File: config.mk
export PLATFORM = sky130hd
export DESIGN_NAME = midi_src_arbiter
export DESIGN_NICKNAME = d
export VERILOG_FILES = /design/src/rtl/midi_src_arbiter.sv
export SDC_FILE = /design/constraint.sdc
export NUM_CORES = 1
export LEC_CHECK = 0
export ABC_CLOCK_PERIOD_IN_PS = 3150
export CAP_MARGIN = 10
export CORE_MARGIN = 2
export CORE_UTILIZATION = 44
export DETAILED_ROUTE_END_ITERATION = 8
export MAX_ROUTING_LAYER = met4
export PLACE_DENSITY = 0.67
export SLEW_MARGIN = 20
export SYNTH_ARGS = -nofsm -noshare
export SYNTH_HDL_FRONTEND = slang
export SYNTH_SLANG_ARGS = --single-unit
File: constraint.sdc
create_clock -name reg_clk -period 3.15 [get_ports reg_clk]
set_input_delay 0.945 -clock reg_clk [delete_from_list [all_inputs] [get_ports reg_clk]]
set_output_delay 0.945 -clock reg_clk [all_outputs]
set_load 0.02 [all_outputs]
File: src/rtl/midi_src_arbiter.sv
`default_nettype none
// ============================================================================
// Module      : midi_src_arbiter
// Description : Shares the single MIDI byte path into the synth controller
//               between NUM_SRC byte producers. Sources are arbitrated
//               round-robin, but only at MIDI message boundaries, so messages
//               never interleave. Bytes are numbered within their message and
//               paced so the downstream trigger pipeline drains between bytes.
// Ports       : reg_clk, reset_reg (async, active high)
//               src_valid/src_data/src_ready : per-source byte handshake
//               byteready/midi_in_data/midibyte_nr : forwarded byte stream
//               grant_id, busy, timeout_err : status
// Revision    : 1.0  initial release
// ============================================================================
module midi_src_arbiter #(
    parameter int NUM_SRC    = 3,
    parameter int GAP_CYCLES = 6,
    parameter int TIMEOUT    = 4096
) (
    input  logic                   reg_clk,
    input  logic                   reset_reg,
    input  logic [NUM_SRC-1:0]     src_valid,
    input  logic [8*NUM_SRC-1:0]   src_data,
    output logic [NUM_SRC-1:0]     src_ready,
    output logic                   byteready,
    output logic [7:0]             midi_in_data,
    output logic [7:0]             midibyte_nr,
    output logic [2:0]             grant_id,
    output logic                   busy,
    output logic                   timeout_err
);

    localparam int c_GAP_W = $clog2(GAP_CYCLES + 1);
    localparam int c_TO_W  = $clog2(TIMEOUT + 1);

    typedef enum logic [1:0] {
        ST_IDLE = 2'd0,
        ST_FWD  = 2'd1,
        ST_GAP  = 2'd2
    } state_t;

    state_t              r_state;
    logic [2:0]          r_grant;
    logic [2:0]          r_rr;
    logic                r_byteready;
    logic [7:0]          r_data;
    logic [7:0]          r_nr;
    logic                r_timeout;
    logic [c_GAP_W-1:0]  r_gap;
    logic [c_TO_W-1:0]   r_stall;
    logic [7:0]          r_cnt;     // data-byte index, unaffected by realtime bytes
    logic [1:0]          r_rem;     // data bytes still expected (non-sysex)
    logic                r_sysex;
    logic                r_first;   // next byte is the first of this grant
    logic                r_done;    // last accepted byte completed the message

    logic                w_found;
    logic [2:0]          w_pick;
    logic [3:0]          w_idx;
    logic                w_gvalid;
    logic [7:0]          w_byte;
    logic [2:0]          w_next_rr;
    logic [1:0]          w_len;
    logic [7:0]          w_cnt_inc;
    logic [7:0]          w_nr;
    logic [7:0]          w_cnt;
    logic [1:0]          w_rem;
    logic                w_sysex;
    logic                w_done;

    // Total message length implied by a status byte (F0 handled separately).
    function automatic logic [1:0] msg_len(input logic [7:0] b);
        logic [1:0] len;
        case (b[7:4])
            4'h8, 4'h9, 4'hA, 4'hB, 4'hE: len = 2'd3;
            4'hC, 4'hD:                   len = 2'd2;
            4'hF: begin
                case (b[3:0])
                    4'h1, 4'h3: len = 2'd2;
                    4'h2:       len = 2'd3;
                    default:    len = 2'd1;
                endcase
            end
            default:                      len = 2'd1;
        endcase
        return len;
    endfunction

    // Source selection, granted-source mux and accept strobes.
    always_comb begin
        w_found   = 1'b0;
        w_pick    = 3'd0;
        w_idx     = 4'd0;
        w_gvalid  = 1'b0;
        w_byte    = 8'h00;
        src_ready = '0;
        // First valid source at or after the round-robin pointer.
        for (int k = 0; k < NUM_SRC; k++) begin
            w_idx = {1'b0, r_rr} + 4'(k);
            if (w_idx >= 4'(NUM_SRC)) begin
                w_idx = w_idx - 4'(NUM_SRC);
            end
            for (int j = 0; j < NUM_SRC; j++) begin
                if (!w_found && (w_idx == 4'(j)) && src_valid[j]) begin
                    w_found = 1'b1;
                    w_pick  = 3'(j);
                end
            end
        end
        for (int i = 0; i < NUM_SRC; i++) begin
            if (r_grant == 3'(i)) begin
                w_gvalid = src_valid[i];
                w_byte   = src_data[8*i +: 8];
            end
            src_ready[i] = (r_state == ST_FWD) && (r_grant == 3'(i)) && src_valid[i];
        end
    end

    assign w_next_rr = (r_grant == 3'(NUM_SRC - 1)) ? 3'd0 : r_grant + 3'd1;

    // Message tracking update for the byte currently offered by the granted source.
    always_comb begin
        w_len     = msg_len(w_byte);
        w_cnt_inc = (r_cnt == 8'hFF) ? 8'hFF : r_cnt + 8'd1;
        w_nr      = 8'h00;
        w_cnt     = r_cnt;
        w_rem     = r_rem;
        w_sysex   = r_sysex;
        w_done    = 1'b0;
        if (r_first && !w_byte[7]) begin
            // Orphan data byte without a status: forwarded alone as index 1.
            w_nr   = 8'h01;
            w_cnt  = 8'h01;
            w_done = 1'b1;
        end else if (!r_first && (w_byte >= 8'hF8)) begin
            // Realtime byte slipped into a message: index 0, message state untouched.
            w_nr = 8'h00;
        end else if (!r_first && !w_byte[7]) begin
            w_cnt = w_cnt_inc;
            w_nr  = w_cnt_inc;
            if (!r_sysex) begin
                w_rem  = r_rem - 2'd1;
                w_done = (r_rem == 2'd1);
            end
        end else if (!r_first && r_sysex && (w_byte == 8'hF7)) begin
            w_cnt   = w_cnt_inc;
            w_nr    = w_cnt_inc;
            w_sysex = 1'b0;
            w_done  = 1'b1;
        end else begin
            // Status byte: starts a new message from the same source.
            w_nr    = 8'h00;
            w_cnt   = 8'h00;
            w_sysex = (w_byte == 8'hF0);
            w_rem   = w_len - 2'd1;
            w_done  = (w_byte != 8'hF0) && (w_len == 2'd1);
        end
    end

    always_ff @(posedge reg_clk or posedge reset_reg) begin
        if (reset_reg) begin
            r_state     <= ST_IDLE;
            r_grant     <= 3'd0;
            r_rr        <= 3'd0;
            r_byteready <= 1'b0;
            r_data      <= 8'h00;
            r_nr        <= 8'h00;
            r_timeout   <= 1'b0;
            r_gap       <= '0;
            r_stall     <= '0;
            r_cnt       <= 8'h00;
            r_rem       <= 2'd0;
            r_sysex     <= 1'b0;
            r_first     <= 1'b0;
            r_done      <= 1'b0;
        end else begin
            r_byteready <= 1'b0;
            r_timeout   <= 1'b0;
            case (r_state)
                ST_IDLE: begin
                    if (w_found) begin
                        r_grant <= w_pick;
                        r_first <= 1'b1;
                        r_sysex <= 1'b0;
                        r_stall <= '0;
                        r_state <= ST_FWD;
                    end
                end
                ST_FWD: begin
                    if (w_gvalid) begin
                        r_byteready <= 1'b1;
                        r_data      <= w_byte;
                        r_nr        <= w_nr;
                        r_cnt       <= w_cnt;
                        r_rem       <= w_rem;
                        r_sysex     <= w_sysex;
                        r_done      <= w_done;
                        r_first     <= 1'b0;
                        r_stall     <= '0;
                        r_gap       <= '0;
                        r_state     <= ST_GAP;
                    end else if (r_stall == c_TO_W'(TIMEOUT - 1)) begin
                        r_timeout <= 1'b1;
                        r_stall   <= '0;
                        r_rr      <= w_next_rr;
                        r_state   <= ST_IDLE;
                    end else begin
                        r_stall <= r_stall + c_TO_W'(1);
                    end
                end
                ST_GAP: begin
                    // GAP_CYCLES-1 cycles here plus the accept cycle give the spacing.
                    if (r_gap == c_GAP_W'(GAP_CYCLES - 2)) begin
                        if (r_done) begin
                            r_rr    <= w_next_rr;
                            r_state <= ST_IDLE;
                        end else begin
                            r_state <= ST_FWD;
                        end
                    end else begin
                        r_gap <= r_gap + c_GAP_W'(1);
                    end
                end
                default: r_state <= ST_IDLE;
            endcase
        end
    end

    assign byteready    = r_byteready;
    assign midi_in_data = r_data;
    assign midibyte_nr  = r_nr;
    assign grant_id     = r_grant;
    assign busy         = (r_state != ST_IDLE);
    assign timeout_err  = r_timeout;

endmodule
`default_nettype wire

After elaboration in Yosys (flattened, before gate mapping)

Cells that the tools add are included.

Register bits: 55
Input bits: 29
Output and inout port bits: 25
Logic and storage cells: 211

Add/subtract/negate cells: 11
Order comparisons: 4
Eq/ne operators: 43
Muxes and demuxes: 77
Bitwise logic cells: 2
Reductions and logical operators: 60

Operators with widths:

| operator                | number |
|---|---|
| $mux W8                 | 10 |
| $mux W3                 | 14 |
| $mux W13                | 3 |
| $eq A4 B4 Y1 const B    | 8 |
| $mux W1                 | 32 |
| $logic_and A1 B1 Y1     | 29 |
| $pmux W13 S2            | 1 |
| $eq A8 B8 Y1 const B    | 3 |
| $ne A2 B2 Y1 const B    | 12 |
| $eq A4 B2 Y1 const B    | 5 |
| $eq A4 B1 Y1 const B    | 4 |
| $mux W2                 | 7 |
| $add A13 B1 Y13 const B | 1 |
| $eq A13 B12 Y1 const B  | 1 |
| $logic_not A4 Y1        | 3 |
| $mux W4                 | 3 |
| $pmux W2 S3             | 2 |
| $pmux W3 S2             | 2 |
| $reduce_and A3 Y1       | 4 |
| $reduce_and A6 Y1       | 2 |
| $logic_not A1 Y1        | 10 |
| $add A8 B1 Y8 const B   | 1 |
| $ge A4 B2 Y1 const B    | 2 |
| $ge A8 B8 Y1 const B    | 1 |
| other kinds (25)        | 37 |

Depth between registers and ports, before layout

Depth in word-level cells: 39
Mapped depth: 11
Gate-level depth less buffers: 10

Worst setup path before layout

No wires, ideal clock.

Kind: reg2reg
Start point: register r_rr[0]
End point: register r_state[0]
Library setup time: 125 ps
Arrival: 2478 ps
Data required time: 3025 ps
Setup slack: 547 ps
Cell stages (with the launch flop): 11
Path buffers: 0
Period minus slack after synthesis: 2603 ps
Cell sequence: dfrtp_1 -> ha_1 -> inv_1 -> ha_1 -> or3_1 -> a31oi_1 -> and2b_1 -> o2111ai_4 -> nor3_4 -> nor3_2 -> mux2_2

Longest elaborated chain between the ends: 39
Elaborated cells between the ends (all ways): 56
Those cells by class: add/sub (5); order compare (3); eq/ne (7); mux (12); reduce/logical (29)

RTL lines:

| what                                                 | RTL line | RTL |
|---|---|---|
| start, declared                                      | 44       | `logic [2:0] r_rr;` |
| start signal, assigned                               | 205      | `r_rr <= w_next_rr;` |
| start signal, assigned                               | 215      | `r_rr <= w_next_rr;` |
| $sub A3 B2 Y4 / $ge A3 B2 Y1 (equally long branches) | 101, 100 |  |
| $mux W4                                              | 100      | `if (w_idx >= 4'(NUM_SRC)) begin` |
| $logic_not A4 Y1                                     | 104      | `if (!w_found && (w_idx == 4'(j)) && src_valid[j]) begin` |
| $logic_and A1 B1 Y1                                  | 104      |  |
| $mux W1                                              | 104      |  |
| $logic_not A1 Y1                                     | 104      |  |
| $logic_and A1 B1 Y1 (2 in series)                    | 104      |  |
| $mux W1                                              | 104      |  |
| (+20 left out)                                       | --       |  |
| $logic_not A1 Y1                                     | 104      |  |
| $logic_and A1 B1 Y1 (2 in series)                    | 104      |  |
| $mux W1                                              | 104      |  |
| $logic_not A1 Y1                                     | 104      |  |
| $logic_and A1 B1 Y1 (2 in series)                    | 104      |  |
| $mux W1 *                                            | 104      |  |
| $ne A2 B2 Y1 (no source line) *                      | --       |  |
| $reduce_and A3 Y1 (no source line) *                 | --       |  |
| end signal, assigned                                 | 162      | `r_state <= ST_IDLE;` |
| end signal, assigned                                 | 186      | `r_state <= ST_FWD;` |
| end signal, assigned                                 | 201      | `r_state <= ST_GAP;` |
| end, declared                                        | 42       | `state_t r_state;` |

Every way passes the cells marked *; elsewhere a longest branch is shown, timed or not.
A chain may end at the register's enable or synchronous reset.

Worst setup path after layout

Start point: input port src_valid[0]
End point: output port src_ready[0]

Longest elaborated chain between the ends: 1

RTL lines:

| what                | RTL line | RTL |
|---|---|---|
| start, declared     | 22       | `input logic [NUM_SRC-1:0] src_valid,` |
| $logic_and A1 B1 Y1 | 115      | `src_ready[i] = (r_state == ST_FWD) && (r_grant == 3'(i)) && src_valid[i];` |
| end, declared       | 24       | `output logic [NUM_SRC-1:0] src_ready,` |

Every way passes these cells.

==> qor.txt <==
Status: complete, no violations
Routed WL: 8140 um
DRC: 0
TritonCTS clock tree: built
Pin count of the biggest net entering global routing: 31
Reg area: 0.00135 mm2
Synth Flop Type: dfrtp_1
Top post-synthesis cells by area: dfrtp_1, ha_1, o21ai_0, nand2_1, mux2i_1
Max incr delay on CP: 0.51 ns
Diode count: 0
Area share of fa/ha/maj cells after synthesis: 6.57%
Clk root buf: clkbuf_8
Multi-input gate area: 0.00209 mm2
Cts hold-fix bufs: 0
Mux share of post-synthesis cell area: 4.84%
Sequential cell area fraction in the yosys report: 37.3%
Share of the synthesized area in the top cell type: 37.3%
Synth area leader: dfrtp_1
Initial antenna violation count: 0
VDD IR max: 538 uV
CTS clk-pin slew, worst paths: 0.11 ns
Die H: 94.7 um
CP Buf/Inv Count: 2
Worst EP required: 2.20 ns
Post-Synthesis Cell Area: 0.00362 mm2
Largest delay share family, worst path: buffers and inverters
I/O pins: 54
Yosys reg bits: 54
Number of DRC markers in iteration 0: 137
Overflow after GRT: 0
Core box area: 0.00809 mm2
Unique masters post-synth: 66
Synth Area in Simple Gates: 23.6%
Fmax: 0.329 GHz
Clock Sinks: 54
P_leak: 2.03 nW
Site Rows: 33
Post-CTS setup repair buffer count: 0
Syn Area/Cell: 8.89 um2
Synth Instances: 407
Endpoints failing setup: 0
Wire per inst: 14.1 um
RD Place Congestion: 0.885
Share of post-route cells with drive strength above 1: 10.8%
Post-DR vias/cell: 5.43
Fin crit period: 3.04 ns
P per Cell Area: 889 mW/mm2
Critical Path Fanout Max: 2
Met3 WL: 360 um
Clk_skew: 0.00788 ns
H-tree depth: 2
CTS Buffer Depth: 2
Final Hold Vio Count: 0
Post-synth EDFFs: 0
Crit. End Element: output pin
Post-synthesis xor/xnor area fraction: 0.968%
Max-Cap Viols: 0
RSZ-0062 raised after global routing: false
Slew margin rel.: 61.4%
Slew of the pin with the lowest slew margin: 0.573 ns
Met1 WL: 3980 um
Nets: 520
Worst hold path class: register to register
First-pass iteration count of the detailed router: 4
Port Buffers: 52
CP max-delay cell: clkdlybuf4s50_1
Routed wl met2: 3680 um
Critical path type: input port to output pin
Critical Path Start Type: input port
First-pass GRT wire length: 14200 um
Yosys warns: 0
Die ar.: 0.00897 mm2
Largest family of logic cells by synthesized area: simple AND/OR/NAND/NOR gates
Crit path DAT: 2.10 ns
Layout area overhead: 22.9%
Max Used Layer: met4
Die X: 94.7 um
GR Util All Layers: 20.4%
Post-route cell area: 0.00445 mm2
PostCTS Resize Cnt: 2
Final period utilization: 96.5%
Final ANT Viol Nets: 0
TritonCTS Buffers: 5
DP Wirelength: 6240 um
Placed cell area: 0.00435 mm2
Fillcell total: 767
Initial core utilization: 44.7%
Clk_lat worst skew: 0.32 ns
Ys async rst share: 100%
Sequence of cells on the critical path: clkdlybuf4s50_1, nor4bb_1, dlygate4sd2_1
Compound-Gate Fraction of Synth Area: 21.7%
Vias: 3139
Fin. max-slew vios: 0
Final Util: 55.0%
Vias in the first global route: 3107
Mapped Nets: 455
[worst reg2reg max path, delay by kind of cell (launching register included)]
family          cells  cell delay, ns
simple gates        4            0.94
flops               1            0.53
fa+ha+maj           2            0.58
compound gates      2            0.39
mux                 1            0.35
buf+inv             1            0.05
[routing by layer]
layer | track usage, % | vias up
met1 | 27.1 | 1478
met4 | 5.92 | 0
met5 | - | -
li1 | - | 1580
met2 | 31.5 | 68
met3 | 4.23 | 13
[cells in the final DEF, fill, tap and decap left out, types with 4 or more instances in the layout]
cell type / instances
nand4b_1: 4
nand2_1: 54
o31ai_1: 4
and3_1: 6
a31oi_1: 4
nand3b_1: 6
nor2b_1: 5
nor3_1: 7
clkbuf_8: 5
buf_4: 21
o21ai_1: 4
a21o_1: 4
mux2_2: 4
inv_1: 20
mux2i_1: 13
or3_1: 6
o21a_1: 4
ha_1: 19
o21ai_0: 43
nand3_1: 13
dfrtp_1: 54
a21oi_1: 20
a2bb2oi_1: 8
nand2b_1: 11
clkdlybuf4s50_1: 49
nor2_1: 26
[where the power goes]
part           switching [mW]  total, mW  internal, mW
Clock                   0.261      0.426         0.165
Combinational            1.39       2.51          1.12
Sequential              0.158       1.02         0.866
Total                    1.81       3.96          2.15
[per-stage QoR]
| stage | cells | TNS (ns) | worst slack (ns) | power, mW | hold slack (ns) |
|---|---|---|---|---|---|
| 2_1_floorplan | 407 | 0 | 0.547 | 2.80 | 0.448 |
| 3_3_place_gp | 570 | -0.162 | -0.150 | 3.49 | 0.456 |
| 5_1_grt | 578 | 0 | 0.00952 | 4.32 | 0.510 |
| 3_5_place_dp | 570 | -0.202 | -0.177 | 3.55 | 0.459 |
| 6_report | 578 | 0 | 0.110 | 3.96 | 0.475 |
| 4_1_cts | 578 | 0 | 0.0290 | 3.98 | 0.487 |
[state kept, by name (all words and copies together) (netlist names)]
name / count
r_gap: 3
grant_id: 2
r_rr: 3
r_stall: 13
midi_in_data: 8
midibyte_nr: 8
r_rem: 2
r_sysex: 1
r_done: 1
r_state: 2
byteready: 1
timeout_err: 1
r_cnt: 8
r_first: 1
[worst paths after layout]
check	from	endpoint	slack (ns)	cells after the start
worst max register to register	r_rr[0]	r_state[0]	0.22	10
max in group asynchronous	reset_reg	grant_id[0]	1.63	3
worst max-delay path	src_valid[0]	src_ready[0]	0.11	3
min in group asynchronous	reset_reg	midibyte_nr[4]	0.97	2
worst min register to register	midibyte_nr[6]	midibyte_nr[6]	0.48	2
worst min-delay path	midibyte_nr[6]	midibyte_nr[6]	0.48	2
[cells by family after synthesis]
group	count (synthesis)
AND/OR/NAND/NOR	160
AO/OA/AOI/OAI	115
flip-flops	54
buffers and inverters	37
adder cells (fa/ha/maj)	19
multiplexers	17
XOR/XNOR	4
other	1
[synthesized netlist by cell type, types with 5 or more instances]
master / instances
mux2i_1: 13
and3_1: 6
nand2b_1: 11
nand2_1: 54
nand3b_1: 6
ha_1: 19
buf_2: 6
a2bb2oi_1: 8
nor3_1: 7
o21ai_0: 43
inv_1: 21
or3_1: 6
a21oi_1: 20
nor2b_1: 5
nand3_1: 13
dfrtp_1: 54
nor2_1: 26
[layout make-up]
type / count / share of cell area [%]
clock buffer: 5 / 1.55
clock inverter: 3 / 0.647
inverter: 21 / 1.77
multi-input combinational: 316 / 47.0
sequential: 54 / 30.4
tap: 105 / 2.95
timing repair buffer: 74 / 15.7
Note: power is estimated with default switching activity, not from simulation.
